**config.mk**
```make
export PLATFORM = sky130hd
export DESIGN_NAME = rr_arbiter_4
export DESIGN_NICKNAME = d
export VERILOG_FILES = /design/src/rtl/rr_arb_pkg.sv /design/src/rtl/rr_pick4.sv /design/src/rtl/rr_arbiter_4.sv
export SDC_FILE = /design/constraint.sdc
export NUM_CORES = 1
export LEC_CHECK = 0
export ABC_AREA = 1
export CORE_MARGIN = 1
export CORE_UTILIZATION = 50
export DETAILED_ROUTE_END_ITERATION = 16
export MAX_ROUTING_LAYER = met4
export PLACE_DENSITY = 0.75
export RECOVER_POWER = 50
export SLEW_MARGIN = 40
export SYNTH_ARGS = -nofsm -noshare
export SYNTH_HDL_FRONTEND = slang
export SYNTH_SLANG_ARGS = --single-unit
```
**constraint.sdc**
```tcl
create_clock -name clk -period 2.7 [get_ports clk]
set_clock_uncertainty 0.05 [all_clocks]
set_input_delay 0.81 -clock clk [delete_from_list [all_inputs] [get_ports clk]]
set_output_delay 0.81 -clock clk [all_outputs]
set_load 0.01 [all_outputs]
```
**src/rtl/rr_arb_pkg.sv**
```systemverilog
// Shared constants, state encoding and helpers for the 4-way round-robin arbiter.
package rr_arb_pkg;

    localparam int unsigned N_REQ = 4;
    localparam int unsigned ID_W  = 2;
    localparam int unsigned CNT_W = 4;

    typedef enum logic [0:0] {
        IDLE  = 1'b0,
        GRANT = 1'b1
    } state_e;

    function automatic logic [N_REQ-1:0] id2onehot(input logic [ID_W-1:0] id);
        logic [N_REQ-1:0] oh;
        oh     = '0;
        oh[id] = 1'b1;
        return oh;
    endfunction

endpackage

```
**src/rtl/rr_pick4.sv**
```systemverilog
// Combinational rotating-priority picker: first set bit of req starting at ptr.
module rr_pick4
    import rr_arb_pkg::*;
(
    input  logic [N_REQ-1:0] req,
    input  logic [ID_W-1:0]  ptr,
    output logic             found,
    output logic [ID_W-1:0]  idx
);

    logic [ID_W-1:0] cand_idx;

    always_comb begin
        found    = 1'b0;
        idx      = '0;
        cand_idx = '0;
        for (int unsigned i = 0; i < N_REQ; i++) begin
            cand_idx = ptr + ID_W'(i);
            if (!found && req[cand_idx]) begin
                found = 1'b1;
                idx   = cand_idx;
            end
        end
    end

endmodule

```
**src/rtl/rr_arbiter_4.sv**
```systemverilog
// Four-requester round-robin arbiter with hold-time preemption and registered grant outputs.
module rr_arbiter_4
    import rr_arb_pkg::*;
#(
    parameter int unsigned MAX_HOLD = 8
) (
    input  logic             clk,
    input  logic             rst_n,
    input  logic [N_REQ-1:0] req,
    input  logic             done,
    output logic [N_REQ-1:0] gnt,
    output logic [ID_W-1:0]  gnt_id,
    output logic             gnt_valid
);

    state_e           state_q, state_d;
    logic [ID_W-1:0]  ptr_q, ptr_d;
    logic [CNT_W-1:0] cnt_q, cnt_d;
    logic [N_REQ-1:0] gnt_q, gnt_d;
    logic [ID_W-1:0]  gnt_id_q, gnt_id_d;
    logic             gnt_valid_q, gnt_valid_d;

    logic [N_REQ-1:0] others;
    logic             at_max;
    logic             release_now;
    logic [N_REQ-1:0] pick_req;
    logic [ID_W-1:0]  pick_ptr;
    logic             pick_found;
    logic [ID_W-1:0]  pick_idx;

    // One picker serves both the idle arbitration and the handover on release.
    assign pick_req = (state_q == GRANT) ? others : req;
    assign pick_ptr = (state_q == GRANT) ? (gnt_id_q + ID_W'(1)) : ptr_q;

    rr_pick4 u_pick (
        .req   (pick_req),
        .ptr   (pick_ptr),
        .found (pick_found),
        .idx   (pick_idx)
    );

    always_comb begin
        others      = req & ~id2onehot(gnt_id_q);
        at_max      = (cnt_q == CNT_W'(MAX_HOLD));
        release_now = done | ~req[gnt_id_q] | (at_max & (|others));

        state_d     = state_q;
        ptr_d       = ptr_q;
        cnt_d       = cnt_q;
        gnt_d       = gnt_q;
        gnt_id_d    = gnt_id_q;
        gnt_valid_d = gnt_valid_q;

        case (state_q)
            IDLE: begin
                if (pick_found) begin
                    state_d     = GRANT;
                    cnt_d       = CNT_W'(1);
                    gnt_d       = id2onehot(pick_idx);
                    gnt_id_d    = pick_idx;
                    gnt_valid_d = 1'b1;
                end
            end
            GRANT: begin
                if (release_now) begin
                    ptr_d = pick_ptr;
                    if (pick_found) begin
                        cnt_d    = CNT_W'(1);
                        gnt_d    = id2onehot(pick_idx);
                        gnt_id_d = pick_idx;
                    end else begin
                        state_d     = IDLE;
                        cnt_d       = '0;
                        gnt_d       = '0;
                        gnt_id_d    = '0;
                        gnt_valid_d = 1'b0;
                    end
                end else if (!at_max) begin
                    cnt_d = cnt_q + CNT_W'(1);
                end
            end
            default: begin
                state_d     = IDLE;
                cnt_d       = '0;
                gnt_d       = '0;
                gnt_id_d    = '0;
                gnt_valid_d = 1'b0;
            end
        endcase
    end

    always_ff @(posedge clk or negedge rst_n) begin
        if (!rst_n) begin
            state_q     <= IDLE;
            ptr_q       <= '0;
            cnt_q       <= '0;
            gnt_q       <= '0;
            gnt_id_q    <= '0;
            gnt_valid_q <= 1'b0;
        end else begin
            state_q     <= state_d;
            ptr_q       <= ptr_d;
            cnt_q       <= cnt_d;
            gnt_q       <= gnt_d;
            gnt_id_q    <= gnt_id_d;
            gnt_valid_q <= gnt_valid_d;
        end
    end

    assign gnt       = gnt_q;
    assign gnt_id    = gnt_id_q;
    assign gnt_valid = gnt_valid_q;

endmodule

```
==> metrics.yaml, run 1 <==
placement:
  place_hpwl_um: 2035
  post-place-ws_ns: 0.05291
  placed_area_um2: 1370
  routabilityCongestion: 0.8719
  port_buffers: 13
  dp_cells: 225
setup_path:
  rr_endpoint: "gnt_id[1]$_DFFE_PN0P_"
  cp_cell_sequence: "clkdlybuf4s50_1 -> inv_1 -> o21ai_0 -> nand3b_1 -> a21oi_1 -> nand2_1 -> nand2_1 -> inv_1 -> nand3_1 -> nand2_1"
  cp-start-kind: "input port"
  r2r-start: "gnt_id[1]$_DFFE_PN0P_"
  required_ns: 2.83
  reg2reg_slack_ns: 0.50
  worstSetupPathType: "in -> reg"
  crit_path_frequent_cell: "nand2_1"
  cp-end-kind: "register"
  slowest_stage: "clkdlybuf4s50_1"
  reg2reg_depth: 15
  cp_max_fo: 5
  cpPeakStageDelay_ns: 0.47
  worstPathArrival_ns: 2.46
detailed_routing:
  wl_per_cell_um: 11.08
  viasPerCell: 5.061
  dr_total_vias: 1159
  drt-total-wl_um: 2537
  dr.pass1.iters: 4
  route.detailed.drc: 0
  ant_nets: 0
  drt_iter0_drc: 21
final_layout:
  fin_util: 0.6238
  fill_cells: 234
  nNetsFinal: 215
  seq_area_um2: 350.3
  antenna_cells: 0
  final_cells: 229
  fin_area_um2: 1406
  layout-drive-gt1-share: 0.1393
  area_growth_syn_to_layout_pct: 16.36
  multi_input_area_um2: 760.7
yosys:
  ys_top_cells_by_area: "dfrtp_1, nand2_1, ha_1"
  syn_area_um2: 1209
  syn_nets: 197
  synth_top_cell_area_share: 0.2899
  ys_seq_area_frac: 0.2899
  synth-edff-count: 0
  ys_ff_latch: 14
  ys.flop_type: "dfrtp_1"
  synthesis.instances: 184
  synthArstFlopShare: 1.000
  ys_warn_count: 0
  synth_common_cells: "nand2_1, inv_1, dfrtp_1"
  synth.avg_cell_area_um2: 6.569
  synth_area_leader_cell: "dfrtp_1"
  yosysUniqueCellTypes: 25
  yosysMostFrequentCell: "nand2_1"
die:
  core_um2: 2255
  ioPinCount: 14
  fp-row-count: 17
  dieArea_um2: 2618
  start_util: 0.5361
  die_height_um: 51.17
  die_x_um: 51.17
sta:
  setup_violations: 0
  hold_ws_ns: 0.4218
  finalHoldViolCount: 0
  tns_ns: 0
  rsz0062_at_grt: "false"
  max_slew.worst_pin.slew_ns: 0.6388
  fmax_mhz: 429.4
  finalCritPeriodShare: 0.8625
  maxSlewViolCount: 0
  final.min_clock_period_ns: 2.329
  maxSlewHeadroom: 0.5727
  setup_slack_ns: 0.3712
global_route:
  grt_use_met3: 0.04464
  met2_usage: 0.3882
  grt_max_degree: 15
  grt.busiest_layer: "met2"
  grt_pass1_vias: 1128
  antenna_found_initial: 0
  grt_pass1_wl_um: 4554
  track_usage: 0.2366
  grtUsageMet1: 0.2855
  grt_overflow: 0
job:
  maxCapViolations: 0
power:
  power.total_mw: 1.898
  vdd_ir_drop_max_v: 0.0008246
  p_leak_nw: 0.7827
  internal-power_uw: 880.0
  seqPwrFrac: 0.190
  power_frac_comb: 0.729
  switching_share: 0.5364
  net-switching-power_mw: 1.018
  powerDensity_nw_per_um2: 1350
  clockPowerShare: 0.081
hold_path:
  worstHoldStart: "gnt_valid$_DFFE_PN0P_"
  hold-path-endpoint: "gnt_valid$_DFFE_PN0P_"
  holdPathStages: 2
  hold_path.class: "reg -> reg"
cts:
  cts_max_path_buffers: 2
  cts_made_buffers: 3
  cts.sinks: 14
  ctsRootBufferMaster: "clkbuf_4"
  clock_latency_ns: 0.28
  clk_pin_slew_worst_paths_ns: 0.08
  htreeDepth: 1
  cts-resized-gates: 0
  ctsHoldBuffers: 0
  cts_tree: "built"
  post_cts_buffers: 0
status:
  run_status: "completed"
[metal layers]
| layer | wire [µm] | up-vias |
|---|---|---|
| met3 | 108 | 8 |
| li1 | - | 611 |
| met2 | 1149 | 26 |
| met5 | 0 | - |
| met4 | 72 | 0 |
| met1 | 1206 | 514 |
[kinds of logic (layout without fill, tap and decap cells)]
group / count (synthesis) / after routing / share of synthesized area
AND/OR/NAND/NOR: 118 / 118 / 0.4451
AO/OA/AOI/OAI: 21 / 21 / 0.1077
adder cells (fa/ha/maj): 6 / 6 / 0.06211
buffers and inverters: 23 / 40 / 0.08074
XOR/XNOR: 2 / 2 / 0.01450
flip-flops: 14 / 14 / 0.2899
[layout by cell type (no fill, tap or decap)]
master | Yosys | routed
nand2_1 | 78 | 78
inv_1 | 20 | 20
dfrtp_1 | 14 | 14
nand2_2 | 11 | 11
nand3_1 | 9 | 9
clkdlybuf4s50_1 | 0 | 9
a21oi_1 | 8 | 8
nor2_1 | 7 | 7
ha_1 | 6 | 6
o21ai_0 | 5 | 5
o21ai_2 | 4 | 4
dlygate4sd3_1 | 0 | 4
nand3b_1 | 3 | 3
clkbuf_4 | 1 | 3
nand3_2 | 2 | 2
a21o_1 | 2 | 2
nand2_4 | 2 | 2
nor3_1 | 2 | 2
nand4_1 | 2 | 2
buf_4 | 0 | 2
inv_2 | 1 | 1
nor2_4 | 1 | 1
o211ai_1 | 1 | 1
xor2_1 | 1 | 1
a21boi_1 | 1 | 1
nor2_2 | 1 | 1
xnor2_1 | 1 | 1
clkbuf_8 | 0 | 1
[cell type report]
type,instances,share of cell area
Multi-Input combinational cell,147,0.5409
Sequential cell,14,0.2491
Clock buffer,4,0.02580
Tap cell,28,0.02491
Inverter,21,0.05605
Timing Repair Buffer,15,0.1032
[critical path: cells and delay by family]
kind | cells | cell delay (ns)
buffers and inverters | 3 | 0.60
AND/OR/NAND/NOR | 5 | 0.64
AO/OA/AOI/OAI | 2 | 0.42
[worst max-delay path by stage]
stage / cells past startpoint / endpoint / slack [ns] / start
after CTS: 10 / gnt[2]$_DFFE_PN0P_ / 0.34 / req[2]
after detailed placement: 10 / gnt[2]$_DFFE_PN0P_ / 0.05 / req[2]
after floorplan: 17 / cnt_q[0]$_DFFE_PN0P_ / 0.62 / gnt_id[0]$_DFFE_PN0P_
after global routing: 12 / cnt_q[0]$_DFFE_PN0P_ / 0.21 / req[2]
final: 10 / gnt[2]$_DFFE_PN0P_ / 0.37 / req[2]
after global placement: 10 / gnt[2]$_DFFE_PN0P_ / 0.12 / req[2]
[flip-flops by register name, summed over array words and instances, names as in the netlist]
| name | count |
|---|---|
| gnt_valid | 1 |
| ptr_q | 2 |
| gnt | 4 |
| gnt_id | 2 |
| cnt_q | 4 |
| state_q | 1 |
[power groups by stage]
| stage | Clock [mW] | Combinational (mW) | Sequential (mW) |
|---|---|---|---|
| after global routing | 0.164 | 1.58 | 0.372 |
| after global placement | 0 | 1.34 | 0.361 |
| after floorplan | 0 | 1.06 | 0.373 |
| final | 0.154 | 1.38 | 0.360 |
| after detailed placement | 0 | 1.39 | 0.364 |
| after CTS | 0.157 | 1.40 | 0.361 |
Note: power is estimated with default switching activity, not from simulation.
==> inputs of run 2 (changes only) <==
--- a/config.mk
+++ b/config.mk
@@ -6,11 +6,13 @@
 export NUM_CORES = 1
 export LEC_CHECK = 0
 export ABC_AREA = 1
+export CORE_ASPECT_RATIO = 0.6
 export CORE_MARGIN = 1
-export CORE_UTILIZATION = 50
+export CORE_UTILIZATION = 40
 export DETAILED_ROUTE_END_ITERATION = 16
+export GPL_ROUTABILITY_DRIVEN = 0
 export MAX_ROUTING_LAYER = met4
-export PLACE_DENSITY = 0.75
+export PLACE_DENSITY = 0.63
 export RECOVER_POWER = 50
 export SLEW_MARGIN = 40
 export SYNTH_ARGS = -nofsm -noshare
==> run 2 against run 1 <==
Against the previous run:
- cell count is 6.1% higher
- power is 4.0% higher
- non-clock buffer count stayed put
==> metrics.yaml, run 2 (synthesized netlist as in run 1, its figures left out) <==
status:
  run_status: "completed"
power:
  clockPowerShare: 0.105  # +0.024
  p_leak_nw: 0.7907  # +1.0%
  powerDensity_nw_per_um2: 1368  # +1.4%
  power_frac_comb: 0.710  # -0.019
  vdd_ir_drop_max_v: 0.0007036  # -15%
  internal-power_uw: 927.8  # +5.4%
  net-switching-power_mw: 1.046  # +2.8%
  seqPwrFrac: 0.185  # -0.005
  switching_share: 0.5300  # -0.006393
setup_path:
  cp_max_fo: 5  # unchanged
  crit_path_end: "gnt[0]$_DFFE_PN0P_"
  required_ns: 2.78  # -0.05 ns
  r2r-start: "gnt_id[1]$_DFFE_PN0P_"
  reg2reg_slack_ns: 0.42  # -0.08 ns
  reg2reg_depth: 13  # -2
  rr_endpoint: "cnt_q[3]$_DFFE_PN0P_"
  cp-end-kind: "register"
  worstSetupPathType: "in -> reg"
  worstPathArrival_ns: 2.50  # +0.04 ns
  cp-start-kind: "input port"
  startpoint: "req[2]"
global_route:
  track_usage: 0.1963  # -0.04032
  antenna_found_initial: 0  # unchanged
  grt_pass1_wl_um: 4657  # +2.3%
  grt_overflow: 0  # unchanged
  grt_pass1_vias: 1033  # -8.4%
  grt_max_degree: 15  # unchanged
detailed_routing:
  drt_iter0_drc: 74  # +250%
  dr.pass1.iters: 4  # unchanged
  wl_per_cell_um: 11.57  # +4.5%
  ant_nets: 0  # unchanged
  viasPerCell: 4.757  # -6.0%
  drt-total-wl_um: 2812  # +11%
  route.detailed.drc: 0  # unchanged
  dr_total_vias: 1156  # -0.26%
cts:
  clock_latency_ns: 0.25  # -0.03 ns
  htreeDepth: 1  # unchanged
  ctsRootBufferMaster: "clkbuf_8"
  clk_pin_slew_worst_paths_ns: 0.06  # -0.02 ns
  ctsHoldBuffers: 0  # unchanged
  cts_tree: "built"
  cts_max_path_buffers: 2  # unchanged
  post_cts_buffers: 0  # unchanged
  cts_made_buffers: 3  # unchanged
  cts-resized-gates: 0  # unchanged
  cts.sinks: 14  # unchanged
die:
  core_um2: 2872  # +27%
  ioPinCount: 14  # unchanged
  fp-row-count: 15  # -2
  die_x_um: 72.97  # +43%
  die_height_um: 44.58  # -13%
  dieArea_um2: 3253  # +24%
  start_util: 0.4209  # -0.1152
sta:
  hold_ws_ns: 0.4219  # +0.00007300 ns
  maxSlewViolCount: 0  # unchanged
  maxSlewHeadroom: 0.5443  # -0.02844
  max_slew.worst_pin.slew_ns: 0.6814  # +0.04252 ns
  final.min_clock_period_ns: 2.421  # +0.09192 ns
  setup_violations: 0  # unchanged
  rsz0062_at_grt: "false"
  tns_ns: 0  # unchanged
  finalCritPeriodShare: 0.8966  # +0.03405
  finalHoldViolCount: 0  # unchanged
  fmax_mhz: 413.1  # -3.8%
final_layout:
  antenna_cells: 0  # unchanged
  area_growth_syn_to_layout_pct: 19.36
  nNetsFinal: 215  # unchanged
  layout_common_cells: "nand2_1, inv_1, dfrtp_1, nand2_2"
  final_common_cell: "nand2_1"
  final_cells: 243  # +6.1%
  layout-drive-gt1-share: 0.1393  # unchanged
job:
  maxCapViolations: 0  # unchanged
placement:
  dp_cells: 239  # +6.2%
  port_buffers: 13  # unchanged
  place_hpwl_um: 2212  # +8.7%
hold_path:
  hold_path.class: "reg -> reg"
## run 2: changes by cell type in the layout (fill, tap and decap cells not counted)
cell | before | now
clkbuf_8 | 1 | 4
clkbuf_4 | 3 | 0
## run 2: per-layer routing
metal	vias up	share of wire	global-route usage
met4	0	0.0057	0.04314
met5	-	0	-
met1	522	0.57	0.2831
li1	613	-	-
met3	2	0.021	0.02733
met2	19	0.40	0.2916
## run 2: power groups by stage
stage	Clock, mW	Combinational (mW)	Sequential (mW)
6_report	0.207	1.40	0.366
5_1_grt	0.224	1.60	0.375
4_1_cts	0.212	1.40	0.365
3_5_place_dp	0	1.39	0.368
3_3_place_gp	0	1.36	0.364
2_1_floorplan	0	1.06	0.373
## run 2: how the worst min path moves through the flow
stage	start	to	slack, ns	cells after the start
3_5_place_dp	gnt[3]$_DFFE_PN0P_	gnt[3]$_DFFE_PN0P_	0.41	2
6_report	gnt_valid$_DFFE_PN0P_	gnt_valid$_DFFE_PN0P_	0.42	2
2_1_floorplan	cnt_q[3]$_DFFE_PN0P_	cnt_q[3]$_DFFE_PN0P_	0.43	2
5_1_grt	gnt_valid$_DFFE_PN0P_	gnt_valid$_DFFE_PN0P_	0.45	2
4_1_cts	gnt_valid$_DFFE_PN0P_	gnt_valid$_DFFE_PN0P_	0.43	2
3_3_place_gp	gnt_valid$_DFFE_PN0P_	gnt_valid$_DFFE_PN0P_	0.41	2
## run 2: final cells by class
| type | count | area [µm²] |
|---|---|---|
| Timing Repair Buffer | 15 | 145.1 |
| Tap cell | 42 | 52.55 |
| Inverter | 21 | 78.83 |
| Multi-Input combinational cell | 147 | 760.7 |
| Sequential cell | 14 | 350.3 |
| Fill cell | 296 | 1429 |
| Clock buffer | 4 | 55.05 |
## run 2: through the flow
| step | util | cell area (µm²) | setup slack [ns] | total power, mW |
|---|---|---|---|---|
| 3_3_place_gp | 0.4832 | 1388 | 0.08987 | 1.719 |
| 6_report | 0.5024 | 1443 | 0.2793 | 1.974 |
| 4_1_cts | 0.5024 | 1443 | 0.2674 | 1.977 |
| 5_1_grt | 0.5024 | 1443 | 0.1266 | 2.201 |
| 3_5_place_dp | 0.4832 | 1388 | 0.01471 | 1.758 |
| 2_1_floorplan | - | 1209 | 0.6186 | 1.430 |
## run 2: critical path, stage by stage
cell and delay [ns]:
clkdlybuf4s50_1 0.48, inv_1 0.07, o21ai_0 0.20, nand3b_1 0.13, a21oi_1 0.22, nand2_1 0.21, nand2_1 0.17, inv_1 0.07
nand3_1 0.08, nand2_1 0.06
==> inputs of run 3 (changes only) <==
--- a/config.mk
+++ b/config.mk
@@ -7,7 +7,6 @@
 export LEC_CHECK = 0
 export ABC_AREA = 1
 export CORE_ASPECT_RATIO = 0.6
-export CORE_MARGIN = 1
 export CORE_UTILIZATION = 40
 export DETAILED_ROUTE_END_ITERATION = 16
 export GPL_ROUTABILITY_DRIVEN = 0
==> results of run 3 <==
Same layout as run 2: the final DEF is identical, and so are final timing and power.
